$ cat src/rtl/board_io_ctrl.sv
// board_io_ctrl: button sync/debounce with press/release pulses, heartbeat, and per-LED mode drivers
module board_io_ctrl #(
   parameter int N_BTN          = 4,
   parameter int N_LED          = 5,
   parameter int DB_CYCLES      = 270000,
   parameter int HB_HALF        = 13500000,
   parameter int BTN_ACTIVE_LOW = 1,
   parameter int LED_ACTIVE_LOW = 0
) (
   input  logic               clk,
   input  logic               reset,
   input  logic [N_BTN-1:0]   btn_in,
   input  logic [2*N_LED-1:0] led_mode,
   output logic [N_BTN-1:0]   btn_level,
   output logic [N_BTN-1:0]   btn_press,
   output logic [N_BTN-1:0]   btn_release,
   output logic               heartbeat,
   output logic [N_LED-1:0]   led_out
);
   localparam logic [N_BTN-1:0] REL = {N_BTN{BTN_ACTIVE_LOW != 0}};
   localparam logic LAL = LED_ACTIVE_LOW != 0;
   localparam int CW = $clog2(DB_CYCLES + 1);
   localparam logic [CW-1:0] DB_LAST = CW'(DB_CYCLES - 1);
   localparam int HW = $clog2(HB_HALF + 1);
   localparam logic [HW-1:0] HB_LAST = HW'(HB_HALF - 1);
   logic [N_BTN-1:0] sync1, sync2, s;
   logic [HW-1:0] hb_cnt;
   always_ff @(posedge clk) begin
      if (reset) begin
         sync1 <= REL;
         sync2 <= REL;
      end else begin
         sync1 <= btn_in;
         sync2 <= sync1;
      end
   end
   assign s = sync2 ^ REL;
   genvar i, j;
   for (i = 0; i < N_BTN; i++) begin : g_btn
      logic [CW-1:0] cnt;
      logic lvl, prs, rls;
      always_ff @(posedge clk) begin
         if (reset) begin
            cnt <= '0;
            lvl <= 1'b0;
            prs <= 1'b0;
            rls <= 1'b0;
         end else begin
            prs <= 1'b0;
            rls <= 1'b0;
            if (s[i] == lvl) cnt <= '0;
            else if (cnt == DB_LAST) begin
               cnt <= '0;
               lvl <= s[i];
               prs <= s[i];
               rls <= !s[i];
            end else cnt <= cnt + 1'b1;
         end
      end
      assign btn_level[i]   = lvl;
      assign btn_press[i]   = prs;
      assign btn_release[i] = rls;
   end
   always_ff @(posedge clk) begin
      if (reset) begin
         hb_cnt    <= '0;
         heartbeat <= 1'b0;
      end else if (hb_cnt == HB_LAST) begin
         hb_cnt    <= '0;
         heartbeat <= !heartbeat;
      end else hb_cnt <= hb_cnt + 1'b1;
   end
   for (j = 0; j < N_LED; j++) begin : g_led
      logic [1:0] mode;
      logic led;
      assign mode = led_mode[2*j +: 2];
      always_ff @(posedge clk)
         led <= reset ? LAL :
                LAL ^ (mode == 2'd0 ? 1'b0 :
                       mode == 2'd1 ? 1'b1 :
                       mode == 2'd2 ? heartbeat : btn_level[j % N_BTN]);
      assign led_out[j] = led;
   end
endmodule

$ cat config.mk
export PLATFORM = sky130hd
export DESIGN_NAME = board_io_ctrl
export DESIGN_NICKNAME = d
export VERILOG_FILES = /design/src/rtl/board_io_ctrl.sv
export SDC_FILE = /design/constraint.sdc
export NUM_CORES = 1
export LEC_CHECK = 0
export CAP_MARGIN = 20
export CORE_UTILIZATION = 55
export CTS_BUF_LIST = sky130_fd_sc_hd__clkbuf_2
export DETAILED_ROUTE_END_ITERATION = 7
export DONT_BUFFER_PORTS = 1
export PLACE_DENSITY = 0.74
export SLEW_MARGIN = 0
export SYNTH_ARGS = -nofsm -noshare
export SYNTH_HDL_FRONTEND = slang
export SYNTH_SLANG_ARGS = --single-unit
$ cat constraint.sdc
create_clock -name clk -period 1.7 [get_ports clk]
set_input_delay 0.34 -clock clk [delete_from_list [all_inputs] [get_ports clk]]
set_output_delay 0.34 -clock clk [all_outputs]
set_load 0.01 [all_outputs]
==> impl_metrics.sql <==
INSERT INTO impl_metrics (metric_group, metric, value, unit) VALUES
('yosys', 'syn-instance-count', '622', ''),
('cells_and_area', 'final_cells', '833', ''),
('floorplanning', 'rows', '36', ''),
('clocking', 'ctsRootBufferMaster', 'sky130_fd_sc_hd__clkbuf_2', ''),
('routing', 'antenna_violating_nets_post_route', '0', ''),
('power_and_ir_drop', 'worst_vdd_drop', '0.436', 'mV'),
('timing', 'maxSlewHeadroom', '0.696', ''),
('yosys', 'syn_avg_cell_area', '8.88', 'um^2'),
('worst_setup_path', 'timing.critical_path.slowest_stage_cell', 'sky130_fd_sc_hd__or4_4', ''),
('clocking', 'ctsHtreeMaxLevel', '4', ''),
('routing', 'remaining_drcs', '0', ''),
('timing', 'grt_setup_unrepaired', 'yes', ''),
('floorplanning', 'io-pin-count', '34', ''),
('global_route', 'grt_pass1_wl', '19.0', 'mm'),
('worst_setup_path', 'path_cells', 'nand4_1 > buf_4 > or4_4 > or3_1 > a21oi_2', ''),
('place', 'gpl_congestion', '0.860', ''),
('timing', 'post-route-worst-setup-slack', '-0.0426', 'ns'),
('worst_setup_path', 'critical_path.startpoint', 'hb_cnt[12]', ''),
('hold_path', 'worst_hold_path_type', 'input port to flip-flop', ''),
('floorplanning', 'initial_utilization', '0.568', ''),
('clocking', 'clk_transition_reported_paths', '0.16', 'ns'),
('clocking', 'clock_insertion_delay_worst_skew', '0.68', 'ns'),
('cells_and_area', 'postLayoutCellArea', '0.00675', 'mm^2'),
('timing', 'fin_skew', '0.0263', 'ns'),
('global_route', 'antenna_found_initial', '0', ''),
('worst_setup_path', 'timing_worst_setup_path_type', 'flip-flop to flip-flop', ''),
('routing', 'dr_total_vias', '4543', ''),
('status', 'result_of_the_run', 'complete, but fails checks', ''),
('worst_setup_path', 'crit_family', 'simple AND/OR/NAND/NOR gates', ''),
('global_route', 'grtUsageTotal', '0.233', ''),
('cells_and_area', 'post_route_cells_drive_above_1_share', '0.259', ''),
('routing', 'drt_first_iter_violations', '226', ''),
('timing', 'period_minus_slack', '1.74', 'ns'),
('yosys', 'most_area_hungry_cell_type_in_the_yosys_netlist', 'sky130_fd_sc_hd__dfxtp_1', ''),
('timing', 'timing_max_transition_violations_final', '0', ''),
('place', 'place_hpwl', '7.70', 'mm'),
('worst_setup_path', 'r2r_slack', '-0.04', 'ns'),
('yosys', 'syn-num-nets', '643', ''),
('timing', 'layout_worst_path_cycle_share', '1.03', ''),
('global_route', 'first_global_vias', '4304', ''),
('timing', 'max_freq', '574', 'MHz'),
('worst_setup_path', 'crit_required', '2.31', 'ns'),
('flow_run', 'cap_violations', '0', ''),
('power_and_ir_drop', 'pwr_dens', '810', 'mW/mm^2'),
('clocking', 'cts_inserted_buffers', '17', ''),
('timing', 'setup-violations-final', '5', ''),
('routing', 'routed_wirelength', '11.6', 'mm'),
('power_and_ir_drop', 'p_leak', '2.38', 'nW'),
('place', 'place_area', '0.00601', 'mm^2'),
('worst_setup_path', 'crit-reg2reg-launch', 'hb_cnt[12]', ''),
('global_route', 'grt_max_degree', '32', ''),
('cells_and_area', 'final_cell_mix', 'sky130_fd_sc_hd__dfxtp_1 (100), sky130_fd_sc_hd__nor2_1 (94), sky130_fd_sc_hd__buf_4 (66)', ''),
('worst_setup_path', 'worst_setup_path_endpoint', 'hb_cnt[16]', ''),
('worst_setup_path', 'worstSetupEndpointType', 'flip-flop', ''),
('yosys', 'synth_area', '0.00552', 'mm^2'),
('yosys', 'synth_cell_types', '40', ''),
('timing', 'worst_pin_slew', '0.456', 'ns'),
('routing', 'avgViaCountPerCell', '5.45', ''),
('place', 'port_buffers', '0', ''),
('worst_setup_path', 'timing.critical_path.slowest_cell_delay', '0.53', 'ns'),
('yosys', 'synth.area.top_cells', 'sky130_fd_sc_hd__dfxtp_1 (46%), sky130_fd_sc_hd__xor2_1 (7.6%), sky130_fd_sc_hd__nor2_1 (6.4%)', ''),
('clocking', 'clkSinkCount', '126', ''),
('worst_setup_path', 'worst-r2r-cell-count', '5', ''),
('floorplanning', 'die_wd', '102', 'um'),
('yosys', 'seq_area_frac_synth', '0.457', ''),
('timing', 'finalHoldWorstSlack', '0.295', 'ns'),
('timing', 'report.final.hold_viol_count', '0', ''),
('yosys', 'synthDominantCellAreaShare', '0.457', ''),
('yosys', 'postSynthRegisterBits', '126', ''),
('floorplanning', 'die_area', '0.0104', 'mm^2'),
('status', 'violations', 'negative setup slack', '');
==> state kept, by name, summed over array words and instances (netlist names) <==
name,cells
g_btn.cnt,76
hb_cnt,24
g_led.led,5
g_btn.lvl,4
g_btn.prs,4
g_btn.rls,4
sync1,4
sync2,4
heartbeat,1
==> stage by stage <==
step	total power, mW	worst slack, ns	setup TNS, ns
2_1_floorplan	3.14	-0.0147	-0.148
3_3_place_gp	3.15	-0.0139	-0.138
3_5_place_dp	3.15	-0.102	-2.19
4_1_cts	5.52	-0.0132	-0.0347
5_1_grt	5.69	-0.112	-1.69
6_report	5.47	-0.0426	-0.0903
==> metal layers <==
metal	track usage	wire [um]
met2	0.400	5850
met4	0.104	199
met5	0	0
met1	0.265	5000
met3	0.0759	530
==> power breakdown <==
part           switching [mW]  internal, mW  total [mW]
Sequential             0.0204          2.97        2.99
Combinational          0.0716        0.0821       0.154
Clock                    1.07          1.25        2.32
==> logic make-up after synthesis <==
family / Yosys count / synth area share
AND/OR/NAND/NOR: 289 / 0.286
flip-flops: 126 / 0.457
XOR/XNOR: 71 / 0.113
AO/OA/AOI/OAI: 68 / 0.0721
buffers and inverters: 61 / 0.0573
adder cells (fa/ha/maj): 5 / 0.0113
multiplexers: 2 / 0.00385
==> final cells by class <==
cell class,instances,area [um^2]
Inverter,17,63.8
Fill cell,781,2980
Clock buffer,18,90.1
Clock inverter,14,221
Timing Repair Buffer,90,769
Tap cell,133,166
Sequential cell,126,2570
Multi-Input combinational cell,435,2870
==> Yosys cell counts <==
cell,instances
sky130_fd_sc_hd__or2_2,9
sky130_fd_sc_hd__nor4_1,6
sky130_fd_sc_hd__nand3_1,37
sky130_fd_sc_hd__or3_1,21
sky130_fd_sc_hd__nor3_1,9
sky130_fd_sc_hd__a311oi_1,4
sky130_fd_sc_hd__o21ai_0,26
sky130_fd_sc_hd__nand4_2,1
sky130_fd_sc_hd__and4_1,22
sky130_fd_sc_hd__and3_1,4
sky130_fd_sc_hd__a31o_2,1
sky130_fd_sc_hd__a21oi_1,28
sky130_fd_sc_hd__nor4b_1,5
sky130_fd_sc_hd__buf_4,20
sky130_fd_sc_hd__clkbuf_1,14
sky130_fd_sc_hd__mux2_2,1
sky130_fd_sc_hd__nand2_1,23
sky130_fd_sc_hd__nand4bb_1,1
sky130_fd_sc_hd__ha_1,5
sky130_fd_sc_hd__and4_2,1
sky130_fd_sc_hd__a211o_1,4
sky130_fd_sc_hd__and2_1,7
sky130_fd_sc_hd__o41ai_2,1
sky130_fd_sc_hd__nand4b_1,1
sky130_fd_sc_hd__xor2_1,48
sky130_fd_sc_hd__nor2b_1,1
sky130_fd_sc_hd__inv_1,17
sky130_fd_sc_hd__nand4_1,32
sky130_fd_sc_hd__nor2_1,94
sky130_fd_sc_hd__or4b_1,2
sky130_fd_sc_hd__or4_1,5
sky130_fd_sc_hd__dfxtp_1,126
sky130_fd_sc_hd__xnor2_1,23
sky130_fd_sc_hd__nor4_2,2
sky130_fd_sc_hd__mux2i_1,1
sky130_fd_sc_hd__a31oi_1,1
sky130_fd_sc_hd__nand3b_1,5
sky130_fd_sc_hd__a21oi_2,3
sky130_fd_sc_hd__buf_2,10
sky130_fd_sc_hd__nand3_2,1
==> how the worst min path moves through the flow <==
stage                          from  slack (ns)        to  cells after the start
after detailed placement   sync1[3]        0.41  sync2[3]                      1
after CTS                 btn_in[2]        0.20  sync1[2]                      2
final                     btn_in[1]        0.30  sync1[1]                      2
after floorplan            sync1[0]        0.39  sync2[0]                      1
after global routing      btn_in[2]        0.20  sync1[2]                      2
after global placement     sync1[3]        0.40  sync2[3]                      1
==> repair_timing <==
| item | CTS | global route |
|---|---|---|
| buffers inserted | 3 | 7 |
| pin swaps | 5 | 10 |
| hold endpoints to repair | 112 | 0 |
| resized for setup | 16 | 36 |
| setup endpoints to repair | 61 | 90 |
| hold buffers | 19 | 0 |
Note: power is estimated with default switching activity, not from simulation.
